## config.mk

```make
export PLATFORM = sky130hd
export DESIGN_NAME = queen_solver_flat
export DESIGN_NICKNAME = d
export VERILOG_FILES = /design/src/rtl/queen_solver_if.sv /design/src/rtl/queen_solver.sv /design/src/flat_wrapper.sv
export SDC_FILE = /design/constraint.sdc
export NUM_CORES = 1
export LEC_CHECK = 0
export ABC_AREA = 1
export BUFFER_PORTS_ARGS = -buffer_cell sky130_fd_sc_hd__buf_2
export CELL_PAD_IN_SITES_DETAIL_PLACEMENT = 2
export CELL_PAD_IN_SITES_GLOBAL_PLACEMENT = 2
export CORE_MARGIN = 2
export CORE_UTILIZATION = 34
export DETAILED_ROUTE_END_ITERATION = 10
export MAX_ROUTING_LAYER = met4
export PLACE_DENSITY_LB_ADDON = 0.1
export SKIP_LAST_GASP = 1
export SYNTH_ARGS = -nofsm -noshare
export SYNTH_HDL_FRONTEND = slang
export SYNTH_SLANG_ARGS = --single-unit
```

## constraint.sdc

```tcl
create_clock -name clk -period 4 [get_ports clk]
set_clock_uncertainty 0.05 [all_clocks]
set_input_delay 0.2 -clock clk [delete_from_list [all_inputs] [get_ports clk]]
set_output_delay 0.2 -clock clk [all_outputs]
set_load 0.02 [all_outputs]
```

## src/rtl/queen_solver_if.sv

```systemverilog
// Handshake and result bundle between the 8-queens search engine and its consumer.
interface queen_solver_if #(
    parameter int unsigned CNT_W = 7
);
    logic             start;
    logic             next;
    logic             busy;
    logic             valid;
    logic             done;
    logic [23:0]      board;
    logic [CNT_W-1:0] count;

    // Consumer side: requests searches and acknowledges solutions.
    modport master (
        output start,
        output next,
        input  busy,
        input  valid,
        input  done,
        input  board,
        input  count
    );

    // Solver side.
    modport slave (
        input  start,
        input  next,
        output busy,
        output valid,
        output done,
        output board,
        output count
    );
endinterface

```

## src/rtl/queen_solver.sv

```systemverilog
// Iterative backtracking 8-queens solver. It tests one candidate or takes one
// backtrack step per cycle, and presents each solution in lexicographic order
// until the consumer acknowledges it.
module queen_solver #(
    parameter int unsigned CNT_W = 7
) (
    input  logic          clk,
    input  logic          reset,
    queen_solver_if.slave bus
);

    typedef enum logic [2:0] {
        IDLE,
        TRY,
        BACK,
        SOLUTION,
        DONE
    } state_t;

    state_t           state_q, state_d;
    logic [2:0]       row_q, row_d;
    logic [2:0]       cand_q, cand_d;
    logic [2:0]       col_q [8];
    logic [2:0]       col_d [8];
    logic [CNT_W-1:0] count_q, count_d;

    logic [2:0]       dist_w [8];
    logic [7:0]       conflict_w;
    logic             safe_w;
    logic [23:0]      board_w;

    // Safety of (row_q, cand_q) against every queen already placed in rows above it.
    always_comb begin
        conflict_w = '0;
        for (int unsigned k = 0; k < 8; k++) begin
            dist_w[k] = (col_q[k] >= cand_q) ? (col_q[k] - cand_q) : (cand_q - col_q[k]);
            conflict_w[k] = (3'(k) < row_q) &&
                            ((col_q[k] == cand_q) || (dist_w[k] == (row_q - 3'(k))));
        end
        safe_w = ~|conflict_w;
    end

    // Next-state logic: one candidate test or one backtrack step per cycle.
    always_comb begin
        state_d = state_q;
        row_d   = row_q;
        cand_d  = cand_q;
        col_d   = col_q;
        count_d = count_q;
        unique case (state_q)
            IDLE, DONE: begin
                if (bus.start) begin
                    col_d   = '{default: '0};
                    row_d   = '0;
                    cand_d  = '0;
                    count_d = '0;
                    state_d = TRY;
                end
            end
            TRY: begin
                if (safe_w) begin
                    col_d[row_q] = cand_q;
                    if (row_q == 3'd7) begin
                        count_d = count_q + CNT_W'(1);
                        state_d = SOLUTION;
                    end else begin
                        row_d  = row_q + 3'd1;
                        cand_d = '0;
                    end
                end else if (cand_q != 3'd7) begin
                    cand_d = cand_q + 3'd1;
                end else if (row_q == 3'd0) begin
                    state_d = DONE;
                end else begin
                    row_d   = row_q - 3'd1;
                    state_d = BACK;
                end
            end
            BACK: begin
                if (col_q[row_q] != 3'd7) begin
                    cand_d  = col_q[row_q] + 3'd1;
                    state_d = TRY;
                end else if (row_q == 3'd0) begin
                    state_d = DONE;
                end else begin
                    row_d = row_q - 3'd1;
                end
            end
            SOLUTION: begin
                // Resuming from row 7 via BACK continues after the presented placement.
                if (bus.next) begin
                    state_d = BACK;
                end
            end
            default: begin
                state_d = IDLE;
            end
        endcase
    end

    // State and datapath registers with synchronous reset.
    always_ff @(posedge clk) begin
        if (reset) begin
            state_q <= IDLE;
            row_q   <= '0;
            cand_q  <= '0;
            col_q   <= '{default: '0};
            count_q <= '0;
        end else begin
            state_q <= state_d;
            row_q   <= row_d;
            cand_q  <= cand_d;
            col_q   <= col_d;
            count_q <= count_d;
        end
    end

    // Board output packed straight from the column registers.
    always_comb begin
        board_w = '0;
        for (int unsigned r = 0; r < 8; r++) begin
            board_w[3*r +: 3] = col_q[r];
        end
    end

    assign bus.board = board_w;
    assign bus.count = count_q;
    assign bus.busy  = (state_q == TRY) || (state_q == BACK);
    assign bus.valid = (state_q == SOLUTION);
    assign bus.done  = (state_q == DONE);

endmodule

```

## src/flat_wrapper.sv

```systemverilog
// flat-port wrapper written by rule: the top's interface ports become plain ports
module queen_solver_flat 
#(
    parameter int unsigned CNT_W = 7
)
  (clk, reset, bus_start, bus_next, bus_busy, bus_valid, bus_done, bus_board, bus_count);
  queen_solver_if #(.CNT_W(CNT_W)) bus_i ();
  input  logic clk;
  input  logic reset;
  input wire logic [$bits(bus_i.start)-1:0] bus_start;
  input wire logic [$bits(bus_i.next)-1:0] bus_next;
  output wire logic [$bits(bus_i.busy)-1:0] bus_busy;
  output wire logic [$bits(bus_i.valid)-1:0] bus_valid;
  output wire logic [$bits(bus_i.done)-1:0] bus_done;
  output wire logic [$bits(bus_i.board)-1:0] bus_board;
  output wire logic [$bits(bus_i.count)-1:0] bus_count;
  assign bus_i.start = bus_start;
  assign bus_i.next = bus_next;
  assign bus_busy = bus_i.busy;
  assign bus_valid = bus_i.valid;
  assign bus_done = bus_i.done;
  assign bus_board = bus_i.board;
  assign bus_count = bus_i.count;
  queen_solver #(.CNT_W(CNT_W)) u_core (.clk(clk), .reset(reset), .bus(bus_i));
endmodule
```

# == After elaboration in Yosys (flattened, before gate mapping) ==
# Cells that the tools add are included.
# totals
regBits,40
output_inout_bits,34
inputBits,4
wordCells,163
# classes
n_reduce_logical,29
n_bitwise,1
n_eq_ne,34
n_lt_le_gt_ge,18
add_sub_neg,27
mux,42
# ops
op,count
3-bit two-way mux,29
3-bit equality test,16
24-bit two-way mux,2
24-bit one-hot mux with 2 select lines,1
3-bit subtractor,16
24-bit bitwise mux,1
3-bit >= comparator,8
7-bit two-way mux,3
3-bit one-hot mux with 3 select lines,2
5-bit AND reduction,3
7-bit one-hot mux with 2 select lines,1
"3-bit < comparator, first input constant",4
"3-bit != test, second input constant",4
3-bit one-hot mux with 4 select lines,1
"3-bit subtractor, second input constant",4
"3-bit by 1-bit adder with 3-bit output, second input constant",3
3-bit binary-select mux with 3-bit select,1
3-bit demux with 3-bit select,1
1-bit logical AND,9
1-bit logical OR,9
"2-bit != test, second input constant",4
8-bit OR reduction,1
"7-bit by 1-bit adder with 7-bit output, second input constant",1
"3-bit by 2-bit equality test with 1-bit output, second input constant",2
other kinds (18),25

# == Longest topological paths before layout ==
# Gate-level depths: netlist of the first run.
# logic_depth
ltp_word,8
ltp_mapped,24
ltp_nobuf,22

# == Least setup slack after synthesis of the first run ==
# Ideal clock, no wire load.
# synth_path
kind,reg-to-reg
from,register u_core.cand_q[1]
to,register u_core.col_q (netlist bit u_core.bus.board[10])
required_ns,3.818
path_stages_with_launch,16
period_less_slack_ns,3.225
setup_time_ns,0.132
path_buffers,1
setup_slack_ns,0.775
t_arrival_ns,3.043
cell_sequence,dfxtp_1 > inv_1 > fa_1 > xor2_1 > o21ai_0 > nand3_1 > nand2_1 > nand2_1 > nand2_2 > nor2_8 > nand2_8 > nand2_8 > buf_6 > o211ai_2 > nand2_1 > a21oi_1
# synth_between
elab_chain_len,8
word_cells_on_any_way,70
cone_classes,add/sub: 16; order compare: 8; eq/ne: 17; mux: 11; reduce/logical: 18
# synth_lines
element,line_no,text
start: declaration,queen_solver.sv:22,"logic [2:0] cand_q, cand_d;"
start signal: assignment,queen_solver.sv:112,cand_q <= cand_d;
3-bit subtractor / 3-bit >= comparator (equally long branches),queen_solver.sv:36,dist_w[k] = (col_q[k] >= cand_q) ? (col_q[k] - cand_q) : (cand_q - col_q[k]);
3-bit two-way mux,queen_solver.sv:36,
3-bit equality test,queen_solver.sv:38,((col_q[k] == cand_q) || (dist_w[k] == (row_q - 3'(k))));
1-bit logical OR,queen_solver.sv:38,
1-bit logical AND,queen_solver.sv:37,conflict_w[k] = (3'(k) < row_q) &&
8-bit OR reduction,queen_solver.sv:40,safe_w = ~|conflict_w;
2-bit != test (no line),-,
3-bit AND reduction (no line),-,
end signal: assignment,queen_solver.sv:113,col_q <= col_d;
end: declaration,queen_solver.sv:23,logic [2:0] col_q [8];
# Parallel ways exist; a longest one is shown, timed or not. The select of a mux whose other input is x is not followed.
# A chain may end at the register's enable or synchronous reset.

# == Worst setup path in the final report of the first run ==
# layout_path
from,register u_core.cand_q[0]
to,"register u_core.count_q[3], in the netlist u_core.bus.count[3]"
# layout_between
elab_chain_len,8
word_cells_on_any_way,67
cone_classes,add/sub: 16; order compare: 8; eq/ne: 17; mux: 8; reduce/logical: 18
# layout_lines
element,line_no,text
3-bit subtractor / 3-bit >= comparator (equally long branches),queen_solver.sv:36,
3-bit two-way mux,queen_solver.sv:36,
3-bit equality test,queen_solver.sv:38,
1-bit logical OR,queen_solver.sv:38,
1-bit logical AND,queen_solver.sv:37,
8-bit OR reduction *,queen_solver.sv:40,
2-bit != test (no line) *,-,
4-bit AND reduction (no line) *,-,
end signal: assignment,queen_solver.sv:114,count_q <= count_d;
end: declaration,queen_solver.sv:25,"logic [CNT_W-1:0] count_q, count_d;"
# Mark *: on every way between the ends. The rest lies on a longest branch, timed or not.

==> impl_metrics.tcl, run 1 <==
set metrics [dict create \
    outcome "complete, no violations" \
    antenna_found_initial 0 \
    antenna_left 0 \
    cts_resized 0 \
    slew_viol_final 0 \
    switchingPower_w 0.00208 \
    synth_edf_count 0 \
    gr-usage-all-layers_pct 24.5 \
    avgSynthCellArea_sq_um 6.68 \
    arrival_ps 3540 \
    yosys.cell_types.count 42 \
    maxCapViolCount 0 \
    r2r_end "u_core.bus.count[3]" \
    start_util_pct 35.0 \
    setup_tns_ps 0 \
    path_max_fanout 34 \
    critPathRequiredTime_ps 4150 \
    synth_top_area_share_pct 17.2 \
    yosys-top-cells-count "nand2_1, inv_1, nand3_1" \
    wl_per_cell_microns 18.6 \
    p_sw_share_pct 56.9 \
    clk_path_buf_depth 2 \
    drt-total-wl_microns 16900 \
    finalWeightedCongestion 0.840 \
    hold_depth 4 \
    synth_async_sr_flop_share_pct 0 \
    min_to "u_core.bus.count[3]" \
    drive_gt1_share_pct 11.1 \
    core-area_sq_um 13300 \
    die_h_microns 121 \
    yosysMostFrequentCell "nand2_1" \
    drc 0 \
    cts_setup_buffers 0 \
    rsz0062_at_grt "no" \
    leakage_nw 2.48 \
    pwr-share-comb_pct 75.6 \
    synth_area_sq_um 4650 \
    htreeDepth 2 \
    ys_ff_latch 40 \
    finalPower_w 0.00366 \
    synth.net_count 773 \
    fmax_mhz 295 \
    r2r_slack_ps 610 \
    synth_ff_type "dfxtp_1" \
    cp-start-kind "flop" \
    hold_viol 0 \
    nets 805 \
    cts.root.buffer_cell "clkbuf_16" \
    setup_violations 0 \
    io_buffer_count 37 \
    synthToLayoutAreaGrowth_pct 10.8 \
    num-fill-cells 1644 \
    min_period_ps 3390 \
    crit_type "flop to flop" \
    peakVddDrop_v 0.000327 \
    rows 42 \
    first_iter_violations 138 \
    clock_sinks 40 \
    tritoncts "built" \
    dieArea_sq_um 14600 \
    syn_inst 697 \
    path_clk_slew_ps 60 \
    cts-hold-fix-buffers 0 \
    fin_crit_sh_pct 84.7 \
    gr-total-overflow 0 \
    power_density_nw_per_um2 709 \
    io_pins 38 \
    clkPwrFrac_pct 11.6 \
    grt_pass1_vias 5031 \
    dp_hpwl_microns 13000 \
    wl_met3_microns 350 \
    clk_latency_ps 300 \
    relSlewSlack_pct 38.1 \
    worst_slew_pin_slew_ps 927 \
    dr_wl_met2_microns 8500 \
    hold_class "primary input to flop" \
    route.vias.total 4697 \
    rr_startpoint "u_core.cand_q[0]" \
    numCtsBuffers 5 \
    die_w_microns 121 \
    routed_via_density 5.18 \
    drt-met1-wl_microns 7720 \
    grt_max_degree 37 \
    holdCritStartpoint "bus_start" \
    dr.max_layer_used "met4" \
    yosys-top-cells-area "dfxtp_1, nand2_1, ha_1, inv_1, fa_1" \
    yosysSeqAreaShare_pct 17.2 \
    antennaDiodeCount 0 \
    p_int_w 0.00158 \
    ff2ff_path_depth 22 \
    yosys_warnings 0 \
    p_seq_share_pct 12.8 \
    synth_top_cell_by_area "dfxtp_1" \
    grt_pass1_wl_microns 27000 \
    firstDrtPassIters 4 \
    critPathCaptureType "flop" \
]
cell usage in the layout (no fill, tap or decap), types with 3 or more instances in the layout:
master,instances
dfxtp_1,40
nand2_2,4
a21oi_1,52
buf_4,8
o211ai_2,5
xor2_1,13
inv_2,7
o21ai_0,18
ha_1,56
nand3b_1,4
nand3_1,58
nand2_1,189
buf_2,37
xnor2_1,13
inv_1,95
fa_1,16
nor2_1,42
clkbuf_16,5
o211ai_1,3
nand4_1,25
o21ai_1,7
clkinv_1,3
registers in the layout (all words and copies together) (netlist names):
| register | flops |
|---|---|
| u_core.bus.board | 24 |
| u_core.bus.count | 7 |
| u_core.cand_q | 3 |
| u_core.row_q | 3 |
| u_core.state_q | 3 |
power by group through the flow:
stage          combinational, W  clock [W]  sequential (W)
4_1_cts                 0.00279   0.000439        0.000470
3_5_place_dp            0.00277          0        0.000479
3_3_place_gp            0.00260          0        0.000475
5_1_grt                 0.00314   0.000451        0.000475
6_report                0.00276   0.000424        0.000469
2_1_floorplan           0.00200          0        0.000511
worst max-delay path by stage:
stage,startpoint,endpoint,slack (ps),depth (start not counted)
floorplan,u_core.cand_q[1],u_core.bus.board[10],780,15
global placement,u_core.cand_q[0],u_core.bus.count[3],670,20
detailed placement,u_core.cand_q[0],u_core.bus.count[5],570,19
CTS,u_core.cand_q[0],u_core.bus.count[3],540,22
global route,u_core.cand_q[0],u_core.bus.count[2],290,21
finish,u_core.cand_q[0],u_core.bus.count[3],610,22
per-layer routing:
metal  up-vias  global-route usage, %
li1       2306                      -
met2        60                   43.5
met3        17                   2.96
met4         0                   6.03
met1      2314                   29.4
met5         -                      -
layout make-up:
| cell class | count | area (sq um) | share of cell area (%) |
|---|---|---|---|
| well taps | 176 | 220 | 4.27 |
| multi-input cells | 531 | 3340 | 64.8 |
| clock buffers | 8 | 146 | 2.84 |
| flip-flops and latches | 40 | 801 | 15.5 |
| inverters | 106 | 400 | 7.77 |
| repair buffers | 45 | 245 | 4.76 |
per-stage QoR:
| stage | hold slack (ps) | utilization [%] | instance area, sq um | instances | setup WS (ps) |
|---|---|---|---|---|---|
| floorplan | 343 | - | 4650 | 697 | 775 |
| global placement | 440 | 37.7 | 5010 | 898 | 674 |
| detailed placement | 449 | 37.7 | 5010 | 898 | 566 |
| CTS | 176 | 38.8 | 5160 | 906 | 544 |
| global route | 218 | 38.8 | 5160 | 906 | 288 |
| finish | 175 | 38.8 | 5160 | 906 | 611 |
worst max-delay path, cell delays in order (launching register included):
cell	delay, ps
dfxtp_1	310
inv_1	410
ha_1	240
inv_1	50
fa_1	420
nand2_1	90
inv_1	40
nor2_1	80
nand3_1	110
nand2_1	90
nand2_1	50
nand3_1	80
o21ai_1	70
nand2_1	80
nand2_2	100
nor2_8	200
nand2_8	110
nand2_8	220
nand3_4	170
inv_4	130
nand2_1	70
nand2_1	60
nor2_1	40
logic make-up after synthesis:
group,after synthesis,synth area share [%]
AO/OA/AOI/OAI,97,12.1
XOR/XNOR,26,4.89
adder cells (fa/ha/maj),72,21.9
buffers and inverters,126,10.9
flip-flops,40,17.2
AND/OR/NAND/NOR,336,32.9
Note: power is estimated with default switching activity, not from simulation.
==> inputs of run 2 (changes only) <==
--- a/config.mk
+++ b/config.mk
@@ -10,7 +10,7 @@
 export CELL_PAD_IN_SITES_DETAIL_PLACEMENT = 2
 export CELL_PAD_IN_SITES_GLOBAL_PLACEMENT = 2
 export CORE_MARGIN = 2
-export CORE_UTILIZATION = 34
+export CORE_UTILIZATION = 31
 export DETAILED_ROUTE_END_ITERATION = 10
 export MAX_ROUTING_LAYER = met4
 export PLACE_DENSITY_LB_ADDON = 0.1
==> constraint.sdc (replaced) <==
create_clock -name clk -period 2.9 [get_ports clk]
set_clock_uncertainty 0.05 [all_clocks]
set_input_delay 0.145 -clock clk [delete_from_list [all_inputs] [get_ports clk]]
set_output_delay 0.145 -clock clk [all_outputs]
set_load 0.02 [all_outputs]
==> run 2 against run 1 <==
  * The run now ends with setup timing left
  * Design area increased by 20%
  * Sequential power increased by 44%
  * Sequential cell count stayed put
  * Global-route usage shrank 0.059 points
  * Combinational power increased by 86%
  * Fmax up 8.7%
  * Sequential share of layout area decreased by 2.3 points
  * Count of clock-buffer cells in the layout decreased by 2
  * Power is 75% higher
  * Core utilization grew 3.7 points
  * Largest power group unchanged
==> impl_metrics.tcl, run 2 (synthesis gave the netlist of run 1 again) <==
set metrics [dict create \
    rows 44 \
    wl_per_cell_microns 20.5 \
    start_util_pct 31.9 \
    arrival_ps 3270 \
    tritoncts "built" \
    drc 0 \
    design_area_sq_um 6190 \
    hold_depth 4 \
    fmax_mhz 321 \
    io_pins 38 \
    cts.root.buffer_cell "clkbuf_16" \
    hold_viol 0 \
    rr_startpoint "u_core.cand_q[0]" \
    relSlewSlack_pct 45.0 \
    dp_hpwl_microns 14200 \
    gr-usage-all-layers_pct 24.4 \
    antennaDiodeCount 0 \
    crit_type "flop to flop" \
    gr-total-overflow 0 \
    clk_latency_ps 300 \
    dpl_cell_area_sq_um 5500 \
    clk_path_buf_depth 2 \
    outcome "finished, violations left" \
    holdCritStartpoint "bus_start" \
    leakage_nw 2.90 \
    num-fill-cells 1707 \
    antenna_left 0 \
    place_worst_setup_slack_ps -249 \
    ff2ff_path_depth 22 \
    maxCapViolCount 0 \
    slew_viol_final 0 \
    failed_checks "setup timing" \
    clock_sinks 40 \
    grt_max_degree 37 \
    numCtsBuffers 5 \
    grt_pass1_wl_microns 29700 \
    min_period_ps 3120 \
    mostFrequentLayoutCells "nand2_1, inv_1, buf_4" \
    critPathCaptureType "flop" \
    hold_class "primary input to flop" \
    placed_cells 959 \
    first_iter_violations 157 \
    power_density_nw_per_um2 1030 \
    antenna_found_initial 0 \
    drt-total-wl_microns 20100 \
    path_max_fanout 6 \
    min_to "u_core.bus.count[3]" \
    fin_crit_sh_pct 107 \
    cp-start-kind "flop" \
    synthToLayoutAreaGrowth_pct 33.1 \
    critPathRequiredTime_ps 3050 \
    setup_violations 40 \
    cts-hold-fix-buffers 0 \
    setup_slack_ps -217 \
    die_w_microns 127 \
    dieArea_sq_um 16000 \
    grt_pass1_vias 5519 \
    layout_commonest_cell "nand2_1" \
    route.vias.total 5143 \
    die_h_microns 127 \
    r2r_end "u_core.bus.board[15]" \
    io_buffer_count 37 \
    largest_reg_flops 24 \
    r2r_slack_ps -220 \
    drive_gt1_share_pct 28.9 \
    worst_slew_pin_slew_ps 825 \
    rsz0062_at_grt "yes" \
    nets 870 \
    routed_via_density 5.25 \
    path_clk_slew_ps 60 \
    htreeDepth 2 \
    finalWeightedCongestion 0.845 \
    peakVddDrop_v 0.000598 \
    finalNonFillerCells 979 \
    core-area_sq_um 14600 \
    firstDrtPassIters 4 \
]
[run 2: cell count changes in the layout (fill, tap and decap cells not counted), moves of 8 or more]
cell,change
nand3_2,+10
buf_6,+11
nand2_2,+14
buf_4,+45
ha_1,-10
nand2_1,-16
dfxtp_2,+8
fa_2,+8
nand3_1,-11
a21oi_1,-8
dfxtp_1,-10
fa_1,-8
[run 2: stage by stage]
step | utilization, % | TNS [ps] | hold WS [ps] | total power [W]
after floorplan | - | 0 | 288 | 0.00347
after global placement | 37.7 | -447 | 434 | 0.00476
after detailed placement | 37.7 | -4910 | 446 | 0.00499
after CTS | 40.1 | -729 | 123 | 0.00591
after global routing | 42.5 | -10240 | 130 | 0.00695
final | 42.5 | -5560 | 110 | 0.00641
[run 2: cell type report]
class	count	area, sq um	share of cell area [%]
clock buffer	6	139	2.24
tap	184	230	3.72
timing repair buffer	109	862	13.9
sequential	40	818	13.2
clock inverter	2	10.0	0.162
inverter	106	410	6.62
multi-input combinational	532	3720	60.1
[run 2: how the worst max path moves through the flow]
stage | depth (start not counted) | end | start | slack (ps)
finish | 22 | u_core.bus.board[15] | u_core.cand_q[0] | -220
global route | 22 | u_core.bus.board[15] | u_core.cand_q[0] | -340
CTS | 20 | u_core.bus.count[3] | u_core.cand_q[0] | -50
detailed placement | 18 | u_core.cand_q[0] | u_core.cand_q[0] | -250
global placement | 19 | u_core.cand_q[0] | u_core.cand_q[0] | -180
floorplan | 16 | u_core.state_q[2] | u_core.row_q[0] | 30
[run 2: routing by layer]
| layer | track usage [%] | share of wire [%] | wire length, microns |
|---|---|---|---|
| met1 | 28.5 | 42 | 8480 |
| met2 | 43.5 | 52 | 10400 |
| met4 | 6.85 | 3.0 | 605 |
| met5 | - | 0 | 0 |
| met3 | 3.67 | 3.2 | 646 |
[run 2: timing repair]
item,in CTS,in global routing
endpoints found under the setup margin,40,40
cloned,2,0
pin swaps,33,56
gates resized for setup,35,89
setup buffers,8,3
[run 2: power breakdown]
group	total, W	switching [W]	internal (W)
combinational	0.00514	0.00315	0.00198
sequential	0.000677	0.0000681	0.000609
clock	0.000592	0.000252	0.000340
total	0.00641	0.00347	0.00293
[run 2: worst max-delay path, cell delays in order, from the launching register on]
cell     delay (ps)
dfxtp_4         370
inv_4            70
buf_6           130
ha_4            130
inv_2            40
fa_2            400
nand2_1         110
inv_1            60
nor2_1          100
nand3_1         110
nand2_1          90
nand2_1          80
nand3_2         100
o21ai_2          60
nand2_1          90
nand2_2         100
nor2_8          170
nand2_8         120
nand2_8         130
buf_6           140
buf_6           100
nand4_1          90
a21oi_1         180
==> inputs of run 3 (changes only) <==
--- a/config.mk
+++ b/config.mk
@@ -10,7 +10,7 @@
 export CELL_PAD_IN_SITES_DETAIL_PLACEMENT = 2
 export CELL_PAD_IN_SITES_GLOBAL_PLACEMENT = 2
 export CORE_MARGIN = 2
-export CORE_UTILIZATION = 31
+export CORE_UTILIZATION = 37
 export DETAILED_ROUTE_END_ITERATION = 10
 export MAX_ROUTING_LAYER = met4
 export PLACE_DENSITY_LB_ADDON = 0.1
==> constraint.sdc (replaced) <==
create_clock -name clk -period 3.7 [get_ports clk]
set_clock_uncertainty 0.05 [all_clocks]
set_input_delay 0.185 -clock clk [delete_from_list [all_inputs] [get_ports clk]]
set_output_delay 0.185 -clock clk [all_outputs]
set_load 0.02 [all_outputs]
==> run 3 against run 2 <==
  * The run now ends clean
  * Combinational power down 39%
  * Critical path type unchanged
  * Sequential power down 23%
  * Critical endpoint is now u_core.bus.count[4]
  * Cell count down 7.7%
  * Critical path depth down 5
  * Die area down 16%
==> impl_metrics.tcl, run 3 (synthesis gave the netlist of run 1 again) <==
set metrics [dict create \
    outcome "complete, no violations" \
    setup_tns_ps 0 \
    clock_sinks 40 \
    min_period_ps 3430 \
    hold_viol 0 \
    synthToLayoutAreaGrowth_pct 12.0 \
    route.vias.total 4822 \
    critPathRequiredTime_ps 3870 \
    hold_class "primary input to flop" \
    largest_reg_flops 24 \
    firstDrtPassIters 4 \
    tritoncts "built" \
    path_max_fanout 34 \
    power_density_nw_per_um2 787 \
    dp_hpwl_microns 13000 \
    rows 40 \
    fin_crit_sh_pct 92.7 \
    arrival_ps 3590 \
    cts-hold-fix-buffers 0 \
    peakVddDrop_v 0.000376 \
    num-fill-cells 1552 \
    antenna_found_initial 0 \
    hold_ws_ps 165 \
    wl_per_cell_microns 19.7 \
    die_h_microns 116 \
    clk_latency_ps 290 \
    fmax_mhz 292 \
    io_pins 38 \
    grt_max_degree 37 \
    path_clk_slew_ps 70 \
    placed_cells 892 \
    leakage_nw 2.51 \
    gr-total-overflow 0 \
    antenna_left 0 \
    dpl_cell_area_sq_um 5010 \
    numCtsBuffers 5 \
    grt_pass1_vias 5143 \
    cp-start-kind "flop" \
    clk_path_buf_depth 2 \
    drc 0 \
    setup_violations 0 \
    mostFrequentLayoutCells "nand2_1, inv_1, nand3_1" \
    first_iter_violations 180 \
    io_buffer_count 37 \
    setup_slack_ps 272 \
    maxCapViolCount 0 \
    slew_viol_final 0 \
    antennaDiodeCount 0 \
    nets 811 \
    place_worst_setup_slack_ps 220 \
    gr-usage-all-layers_pct 27.6 \
    dieArea_sq_um 13500 \
    crit_type "flop to flop" \
    cts.root.buffer_cell "clkbuf_16" \
    design_area_sq_um 5210 \
    finalNonFillerCells 904 \
    layout_commonest_cell "nand2_1" \
    drive_gt1_share_pct 12.4 \
    rsz0062_at_grt "no" \
    core-area_sq_um 12200 \
    worst_slew_pin_slew_ps 922 \
    relSlewSlack_pct 38.4 \
    die_w_microns 116 \
    drt-total-wl_microns 17800 \
    finalWeightedCongestion 0.846 \
    htreeDepth 2 \
    grt_pass1_wl_microns 27800 \
    start_util_pct 38.3 \
    routed_via_density 5.33 \
    critPathCaptureType "flop" \
]
## run 3: cell count changes in the layout (fill, tap and decap cells not counted), moves of 10 or more
cell / before / now
buf_4: 53 / 13
buf_6: 11 / 0
dfxtp_1: 30 / 40
ha_1: 46 / 56
nand2_1: 173 / 189
nand2_2: 18 / 4
nand3_1: 47 / 58
nand3_2: 12 / 2
## run 3: through the flow
stage | utilization [%] | total power, W
after floorplan | - | 0.00271
after global routing | 42.9 | 0.00452
after CTS | 42.5 | 0.00405
after global placement | 41.2 | 0.00333
after detailed placement | 41.2 | 0.00354
final | 42.9 | 0.00410
## run 3: path summary, 6_finish.rpt
path	startpoint	to	slack, ps	cells after the start
setup / recovery	u_core.cand_q[1]	u_core.bus.count[4]	270	17
hold / removal	bus_start	u_core.bus.count[3]	160	4
setup reg to reg	u_core.cand_q[1]	u_core.bus.count[4]	270	17
hold reg to reg	u_core.state_q[0]	u_core.state_q[0]	450	2
## run 3: metal layers
metal | global-route usage, % | part of all wire, % | vias to the layer above | routed length [microns]
li1 | - | - | 2313 | -
met1 | 32.9 | 43 | 2391 | 7600
met2 | 49.6 | 52 | 91 | 9320
met3 | 2.59 | 3.0 | 27 | 532
met4 | 8.10 | 2.1 | 0 | 374
met5 | - | 0 | - | 0
## run 3: critical path, stage by stage (launching register included)
cell and delay [ps]:
dfxtp_1 330, inv_1 400, ha_1 380, a21oi_1 280, nand3_1 200, nand2_1 140, nand2_1 80, nand3_1 110
o21ai_1 90, nand2_1 80, nand2_2 110, nor2_8 210, nand2_8 110, nand2_8 210, nand3_4 170, inv_4 130
nand2_1 70, a21oi_1 140
## run 3: power by group
part	total (W)	internal [W]	switching, W
combinational	0.00312	0.00102	0.00211
sequential	0.000520	0.000469	0.0000505
clock	0.000461	0.000267	0.000195
total	0.00410	0.00175	0.00235
## run 3: final cells by class
| class | instances | area (sq um) | area share (%) |
|---|---|---|---|
| sequential | 40 | 801 | 15.4 |
| clock inverter | 2 | 10.0 | 0.192 |
| tap | 168 | 210 | 4.03 |
| inverter | 106 | 408 | 7.82 |
| timing repair buffer | 51 | 303 | 5.81 |
| multi-input combinational | 531 | 3340 | 64.1 |
| clock buffer | 6 | 139 | 2.66 |
## run 3: timing repair
item | in CTS | in global routing
buffers inserted | 0 | 4
gates resized for setup | 0 | 2
endpoints found under the setup margin | 0 | 8
